### config.mk
export PLATFORM = sky130hd
export DESIGN_NAME = i2c_cmd_arbiter_flat
export DESIGN_NICKNAME = d
export VERILOG_FILES = /design/src/rtl/i2c_cmd_arbiter_if.sv /design/src/rtl/i2c_cmd_arbiter.sv /design/src/flat_wrapper.sv
export SDC_FILE = /design/constraint.sdc
export NUM_CORES = 1
export LEC_CHECK = 0
export ABC_AREA = 1
export CAP_MARGIN = 15
export CORE_AREA = 2 2 97 99
export DETAILED_ROUTE_END_ITERATION = 10
export DIE_AREA = 0 0 99 101
export PLACE_DENSITY = 0.6
export SYNTH_ARGS = -nofsm -noshare
export SYNTH_HDL_FRONTEND = slang
export SYNTH_SLANG_ARGS = --single-unit
### constraint.sdc
create_clock -name clk -period 4.2 [get_ports clk]
set_input_delay 0.42 -clock clk [delete_from_list [all_inputs] [get_ports clk]]
set_output_delay 0.42 -clock clk [all_outputs]
set_load 0.03 [all_outputs]
### src/rtl/i2c_cmd_arbiter_if.sv
// Bundle between NREQ command requesters, the command arbiter and the I2C write master.
// slave is the arbiter's view; master is the view of the requesters and the I2C engine.
interface i2c_cmd_arbiter_if #(
    parameter int NREQ = 2
);
    logic [NREQ-1:0]      req;
    logic [24*NREQ-1:0]   req_data;
    logic [NREQ-1:0]      grant;
    logic [NREQ-1:0]      done;
    logic [NREQ-1:0]      err;
    logic                 busy;
    logic                 mgo;
    logic [23:0]          i2c_data;
    logic                 mend;
    logic                 mack;

    modport slave (
        input  req, req_data, mend, mack,
        output grant, done, err, busy, mgo, i2c_data
    );

    modport master (
        output req, req_data, mend, mack,
        input  grant, done, err, busy, mgo, i2c_data
    );
endinterface

### src/rtl/i2c_cmd_arbiter.sv
// Round-robin share of one I2C write master with NACK retry and idle gap; I2C_ARB_TIMEOUT_EN adds an XFER watchdog.
// Latency: grant 1 cycle after req is sampled in IDLE, mgo 1 cycle later, done/err 1 cycle after mend.
// Backpressure: requesters hold req until done/err; XFER waits on mend (bounded only with the watchdog).
module i2c_cmd_arbiter #(
    parameter int NREQ           = 2,
    parameter int RETRY_MAX      = 3,
    parameter int GAP_CYCLES     = 4,
    parameter int TIMEOUT_CYCLES = 1024
) (
    input  logic             clk,
    input  logic             reset,
    i2c_cmd_arbiter_if.slave bus
);
    localparam int IW = $clog2(NREQ);
    localparam int RW = $clog2(RETRY_MAX + 2);
    localparam int GW = $clog2(GAP_CYCLES + 1);

    typedef enum logic [1:0] {IDLE, LOAD, XFER, GAP} state_t;

    state_t          state;
    logic [NREQ-1:0] grant;
    logic [NREQ-1:0] done;
    logic [NREQ-1:0] err;
    logic            mgo;
    logic            busy;
    logic [23:0]     i2c_data;
    logic [IW-1:0]   last;
    logic [RW-1:0]   retry;
    logic [GW-1:0]   gap_cnt;
    logic            final_gap;

    logic            win_vld;
    logic [IW-1:0]   win_idx;
    logic [NREQ-1:0] win_mask;
    logic [23:0]     win_data;
    int              win;
    int              cand;

    // Scan from farthest to nearest so the first set bit after 'last' is the final assignment.
    always_comb begin
        win     = 0;
        cand    = 0;
        win_vld = 1'b0;
        for (int k = NREQ; k >= 1; k--) begin
            cand = int'(last) + k;
            if (cand >= NREQ) cand = cand - NREQ;
            if (bus.req[cand]) begin
                win     = cand;
                win_vld = 1'b1;
            end
        end
        win_idx  = IW'(win);
        win_mask = NREQ'(1) << win_idx;
        win_data = bus.req_data[24*win +: 24];
    end

    logic tmo_hit;
    logic xfer_end;
    logic xfer_ack;

`ifdef I2C_ARB_TIMEOUT_EN
    localparam int TW = $clog2(TIMEOUT_CYCLES + 1);
    logic [TW-1:0] tmo_cnt;
    assign tmo_hit = (tmo_cnt == TW'(TIMEOUT_CYCLES - 1));
`else
    // Without the watchdog the limit has no effect.
    logic unused_timeout;
    assign unused_timeout = (TIMEOUT_CYCLES > 0);
    assign tmo_hit        = 1'b0;
`endif

    // A real mend always takes precedence over a watchdog expiry in the same cycle.
    assign xfer_end = bus.mend | tmo_hit;
    assign xfer_ack = bus.mend & bus.mack;

    always_ff @(posedge clk or negedge reset) begin
        if (!reset) begin
            state     <= IDLE;
            grant     <= '0;
            done      <= '0;
            err       <= '0;
            mgo       <= 1'b0;
            busy      <= 1'b0;
            i2c_data  <= '0;
            last      <= IW'(NREQ - 1);
            retry     <= '0;
            gap_cnt   <= '0;
            final_gap <= 1'b0;
`ifdef I2C_ARB_TIMEOUT_EN
            tmo_cnt   <= '0;
`endif
        end else begin
            done <= '0;
            err  <= '0;
            case (state)
                IDLE: begin
                    if (win_vld) begin
                        grant    <= win_mask;
                        i2c_data <= win_data;
                        last     <= win_idx;
                        retry    <= '0;
                        busy     <= 1'b1;
                        state    <= LOAD;
                    end
                end
                LOAD: begin
                    mgo   <= 1'b1;
`ifdef I2C_ARB_TIMEOUT_EN
                    tmo_cnt <= '0;
`endif
                    state <= XFER;
                end
                XFER: begin
                    if (xfer_end) begin
                        mgo     <= 1'b0;
                        gap_cnt <= '0;
                        state   <= GAP;
                        if (xfer_ack) begin
                            done      <= grant;
                            final_gap <= 1'b1;
                        end else if (retry != RW'(RETRY_MAX)) begin
                            retry     <= retry + RW'(1);
                            final_gap <= 1'b0;
                        end else begin
                            err       <= grant;
                            final_gap <= 1'b1;
                        end
                    end
`ifdef I2C_ARB_TIMEOUT_EN
                    else begin
                        tmo_cnt <= tmo_cnt + TW'(1);
                    end
`endif
                end
                GAP: begin
                    if (gap_cnt == GW'(GAP_CYCLES - 1)) begin
                        if (final_gap) begin
                            grant <= '0;
                            busy  <= 1'b0;
                            state <= IDLE;
                        end else begin
                            state <= LOAD;
                        end
                    end else begin
                        gap_cnt <= gap_cnt + GW'(1);
                    end
                end
                default: state <= IDLE;
            endcase
        end
    end

    assign bus.grant    = grant;
    assign bus.done     = done;
    assign bus.err      = err;
    assign bus.mgo      = mgo;
    assign bus.busy     = busy;
    assign bus.i2c_data = i2c_data;
endmodule

### src/flat_wrapper.sv
// flat-port wrapper written by rule: the top's interface ports become plain ports
module i2c_cmd_arbiter_flat 
#(
    parameter int NREQ           = 2,
    parameter int RETRY_MAX      = 3,
    parameter int GAP_CYCLES     = 4,
    parameter int TIMEOUT_CYCLES = 1024
)
  (clk, reset, bus_req, bus_req_data, bus_mend, bus_mack, bus_grant, bus_done, bus_err, bus_busy, bus_mgo, bus_i2c_data);
  i2c_cmd_arbiter_if #(.NREQ(NREQ)) bus_i ();
  input  logic clk;
  input  logic reset;
  input wire logic [$bits(bus_i.req)-1:0] bus_req;
  input wire logic [$bits(bus_i.req_data)-1:0] bus_req_data;
  input wire logic [$bits(bus_i.mend)-1:0] bus_mend;
  input wire logic [$bits(bus_i.mack)-1:0] bus_mack;
  output wire logic [$bits(bus_i.grant)-1:0] bus_grant;
  output wire logic [$bits(bus_i.done)-1:0] bus_done;
  output wire logic [$bits(bus_i.err)-1:0] bus_err;
  output wire logic [$bits(bus_i.busy)-1:0] bus_busy;
  output wire logic [$bits(bus_i.mgo)-1:0] bus_mgo;
  output wire logic [$bits(bus_i.i2c_data)-1:0] bus_i2c_data;
  assign bus_i.req = bus_req;
  assign bus_i.req_data = bus_req_data;
  assign bus_i.mend = bus_mend;
  assign bus_i.mack = bus_mack;
  assign bus_grant = bus_i.grant;
  assign bus_done = bus_i.done;
  assign bus_err = bus_i.err;
  assign bus_busy = bus_i.busy;
  assign bus_mgo = bus_i.mgo;
  assign bus_i2c_data = bus_i.i2c_data;
  i2c_cmd_arbiter #(.NREQ(NREQ), .RETRY_MAX(RETRY_MAX), .GAP_CYCLES(GAP_CYCLES), .TIMEOUT_CYCLES(TIMEOUT_CYCLES)) u_core (.clk(clk), .reset(reset), .bus(bus_i));
endmodule
## Word-level counts from Yosys, hierarchy flattened

Cells that the tools add are included.

- Flip-flop bits (word level): 42
- Bits of input ports: 54
- Output and inout bits: 32
- Logic and storage cells: 93

- $add $sub $neg: 6
- Multiply operators: 1
- $lt $le $gt $ge: 4
- Equal/unequal tests: 12
- Shift-type cells: 2
- Multiplexer cells: 44
- Bitwise logic cells: 1
- Reductions and logical operators: 12

Operators by type and width:

| kind | number |
|---|---|
| $mux 32 | 4 |
| $ge 32x3->1 const B | 2 |
| $lt 32x3->1 const B | 2 |
| $sub 32x3->32 const B | 2 |
| $shiftx 48x32->24 | 1 |
| $mul 3x32->29 const A | 1 |
| $mux 2 | 13 |
| $mux 3 | 6 |
| $mux 1 | 15 |
| $pmux 3 s2 | 2 |
| $ne 2x1->1 const B | 4 |
| $pmux 2 s4 | 1 |
| $reduce_bool 2->1 | 4 |
| $add 3x1->3 const B | 2 |
| $ne 2x2->1 const B | 3 |
| $reduce_and 2->1 | 3 |
| $reduce_and 3->1 | 2 |
| $reduce_and 5->1 | 1 |
| $eq 2x2->1 const B | 2 |
| $pmux 1 s2 | 2 |
| $pmux 2 s2 | 1 |
| $reduce_and 4->1 | 1 |
| $add 1x2->3 const B | 1 |
| $eq 3x2->1 const B | 1 |
| other kinds (6) | 6 |

## Depth between registers and ports, before layout

- Depth in word-level cells: 11
- Mapped depth: 8
- Gate-level depth less buffers: 8

## Worst setup path before layout

OpenSTA, ideal clock, no wires.

- Path type: register to register
- Start point: register u_core.state[0]
- End point: register u_core.retry[0]
- Setup time: 0.116 ns
- Data arrival time: 1.253 ns
- Required time: 4.084 ns
- Path slack: 2.830 ns
- Cell stages (with the launch flop): 8
- Buffers on the path: 0
- Clock period less this slack: 1.370 ns
- Path through: dfrtp_1 > inv_1 > ha_1 > nand2_2 > o22ai_2 > nand2_2 > nand2_1 > nand2_1

- Cells in the longest elaborated chain, start to end: 3
- Elaborated cells between the ends (all ways): 9
- Those cells by class: 5 x eq/ne; 1 x mux; 3 x reduce/logical

RTL lines:

| element | line | RTL |
|---|---|---|
| from (decl) | i2c_cmd_arbiter.sv:20 | `state_t state;` |
| from (signal assigned) | i2c_cmd_arbiter.sv:78 | `state <= IDLE;` |
| from (signal assigned) | i2c_cmd_arbiter.sv:103 | `state <= LOAD;` |
| from (signal assigned) | i2c_cmd_arbiter.sv:111 | `state <= XFER;` |
| $eq 2x2->1 / $logic_not 2->1 (equally long branches) | i2c_cmd_arbiter.sv:95 | `case (state)` |
| $ne 2x2->1 (no line) (tied with other cells) | n/a |  |
| $reduce_and 5->1 (no line) | n/a |  |
| to (signal assigned) | i2c_cmd_arbiter.sv:122 | `retry <= retry + RW'(1);` |
| to (decl) | i2c_cmd_arbiter.sv:28 | `logic [RW-1:0] retry;` |

Several ways; a longest one is shown, not always the timed one.
A chain may end at the register's enable or synchronous reset.

## Worst setup path in the final report

- Start point: input port bus_req[1]
- End point: register u_core.grant[1] (netlist: u_core.bus.grant[1])

- Cells in the longest elaborated chain, start to end: 8
- Elaborated cells between the ends (all ways): 15
- Those cells by class: 1 x eq/ne; 1 x shift; 12 x mux; 1 x reduce/logical

RTL lines:

| element | line | RTL |
|---|---|---|
| from (decl) | flat_wrapper.sv:13 | `input wire logic [$bits(bus_i.req)-1:0] bus_req;` |
| $mux 1 (not written as such) (3 in a row) | i2c_cmd_arbiter.sv:47 | `if (bus.req[cand]) begin` |
| $mux 32 (2 in a row) | i2c_cmd_arbiter.sv:47 |  |
| $shl 1x1->2 | i2c_cmd_arbiter.sv:53 | `win_mask = NREQ'(1) << win_idx;` |
| $mux 2 | i2c_cmd_arbiter.sv:97 | `if (win_vld) begin` |
| $pmux 2 s2 | i2c_cmd_arbiter.sv:95 |  |
| to (signal assigned) | i2c_cmd_arbiter.sv:98 | `grant <= win_mask;` |
| to (decl) | i2c_cmd_arbiter.sv:21 | `logic [NREQ-1:0] grant;` |

Several ways; a longest one is shown, not always the timed one. The select of a mux whose other input is x is not followed.

==> results.tsv <==
metric	value	unit
Vias per Instance	4.49	
post-synthesis simple-gate area fraction	37.6	%
Layout area overhead	46.2	%
total CTS buffers	5	
clock buffer depth	2	
PnR worst setup slack	2.15	ns
number of H-tree levels	2	
cell taking the most area after synthesis	dfrtp_1	
design area	3300	sq um
endpoints failing setup	0	
Synth area leaders	dfrtp_1 45%, nand2_1 24%, nand3_1 6.9%	
Root Driver	clkbuf_8	
slew margin rel.	36.2	%
post_cts resized	0	
Yosys reg bits	42	
vias in the first global route	2216	
DRT Wirelength	6320	microns
hpwl dp	4490	microns
MaxCap Viol Count	0	
synth unique cells	25	
Post-synth EDFFs	0	
Post-Synth XOR/XNOR Area	0	%
Iteration-0 DRC Markers	101	
Net Count, Synth	357	
Post-DP Area	3160	sq um
I/O pin count	86	
final worst path period share	48.8	%
Core Region	8980	sq um
outcome	finished, final reports clean	
Post-synth top flop	dfrtp_1	
Max IR drop VDD	0.264	mV
Die Width	99	microns
endpoint class of the critical path	flop	
post-synthesis mux area share	0.443	%
DRC	0	
crit path launch type	primary input	
sequential-to-total area share from yosys stat	46.6	%
pre-CTS setup slack	1.87	ns
Final Max Tran Viols	0	
Synth Warn #	0	
min cycle time layout	2.05	ns
adder-cell share of the synthesized area	4.99	%
critical path arrival	2.24	ns
hold_buf cts	0	
skew final	0.00846	ns
worst hold path type	primary input to async pin	
post-synth design cell area	2260	sq um
net count of the finished layout	437	
commonest cells in the netlist	143 x nand2_1, 41 x dfrtp_1, 31 x nand3_1, 18 x inv_1, 9 x ha_1	
clock latency on the worst-skew pair	0.30	ns
complex-gate fraction of the synthesized area	2.77	%
die area	10000	sq um
Hold WS	0.276	ns
GRT Resource Usage Total	12.9	%
Rows	35	
CTS tree	done	
share of the synthesized area in the top cell type	45.5	%
initial core utilization	25.1	%
Worst Path Required	4.39	ns
final RePlAce weighted congestion	0.785	
asr flop ratio synth	100	%
Setup Crit Path Kind	primary input to flop	
count of final hold-check violations	0	
largest net degree at the start of global routing	43	
FMAX	0.488	GHz
post-CTS setup buffers	0	
RSZ-0062 raised after global routing	false	
initial antenna violation count	0	
Syn Inst Count	294	
grt total ovfl	0	
setup TNS	0	ns
die height	101	microns
Pwr per Cell Area	695	nW/um^2
Syn Area/Cell	7.68	sq um
combinational family with the most area after synthesis	simple AND/OR/NAND/NOR gates	
Via Count	2181	
wire length per cell	13.0	microns
clock-pin slew on the worst setup and hold paths	0.08	ns
worst-path maximum fanout	20	
share of layout cells above drive strength 1	6.13	%
Antenna Cells	0	
most common cell in the netlist	nand2_1	
Static Leak	1.64	nW
clk sinks	42	
ANT nets after route	0	
number of port buffers	85	
router iterations before antenna repair	4	
slew at the pin closest to its max-slew limit	0.957	ns
first-pass GRT wire length	10400	microns
==> cell usage in the layout, fill, tap and decap left out, types with 4 or more instances in the layout <==
cell type and n:
clkbuf_8 6, nand2_1 143, nand4_1 6, dfrtp_1 41, a21oi_1 5, clkdlybuf4s50_1 84
nand3_1 31, nor2_1 6, ha_1 9, inv_1 18, nand2_2 4
==> path summary, 6_finish.rpt <==
| kind | from | endpoint | slack, ns | depth (start not counted) |
|---|---|---|---|---|
| min | reset | u_core.bus.i2c_data[1] | 0.28 | 1 |
| max reg2reg | u_core.last | u_core.bus.grant[1] | 2.32 | 5 |
| max | bus_req[1] | u_core.bus.grant[1] | 2.15 | 6 |
| max in group asynchronous | reset | u_core.bus.done[0] | 3.33 | 1 |
| min reg2reg | u_core.retry[2] | u_core.retry[2] | 0.48 | 2 |
| min in group clk | u_core.retry[2] | u_core.retry[2] | 0.48 | 2 |
==> layout make-up <==
cell class,count,area [sq um]
Multi-Input combinational cell,219,1030
Inverter,20,77.6
Sequential cell,42,1050
Clock buffer,6,82.6
Tap cell,111,139
Fill cell,922,5680
Clock inverter,2,60.1
Timing Repair Buffer,86,853
==> cells by family (layout without fill, tap and decap cells) <==
logic type / after synthesis / in the layout
AOI/OAI and AO/OA: 10 / 10
adders and majority gates: 9 / 9
buffers and inverters: 33 / 114
DFF: 42 / 42
muxes: 1 / 1
and+or+nand+nor: 199 / 199
==> stage by stage <==
stage	total power, W	utilization [%]	std cells
floorplan	0.00149	-	294
global placement	0.00189	35.2	478
detailed placement	0.00191	35.2	478
CTS	0.00232	36.8	486
global route	0.00248	36.8	486
finish	0.00229	36.8	486
==> routing by layer <==
metal	share of wire, %	up-vias	global-route usage [%]	wire length [microns]
met1	44	1024	15.6	2800
met5	0	-	0	0
li1	-	1086	-	-
met3	5.4	10	3.47	342
met2	49	61	22.4	3080
met4	1.5	0	4.32	97
==> report_power, final <==
| part | switching (W) | internal (W) | leakage [nW] |
|---|---|---|---|
| combinational | 0.000754 | 0.000457 | 1.04 |
| sequential | 0.000104 | 0.000580 | 0.530 |
| clock | 0.000145 | 0.000254 | 0.0714 |
| total | 0.00100 | 0.00129 | 1.64 |
==> critical path, cell delays in order <==
cell	delay (ns)
clkdlybuf4s50_1	0.97
inv_2	0.08
nand4_1	0.39
nand3_1	0.21
nand2_1	0.11
nand2_1	0.05
==> state kept, by name, summed over array words and instances, names as in the netlist <==
name                 flops
u_core.bus.err           2
u_core.bus.mgo           1
u_core.retry             3
u_core.bus.busy          1
u_core.final_gap         1
u_core.state             2
u_core.gap_cnt           3
u_core.bus.i2c_data     24
u_core.bus.done          2
u_core.bus.grant         2
u_core.last              1
Power figures use the tool's default switching activity.
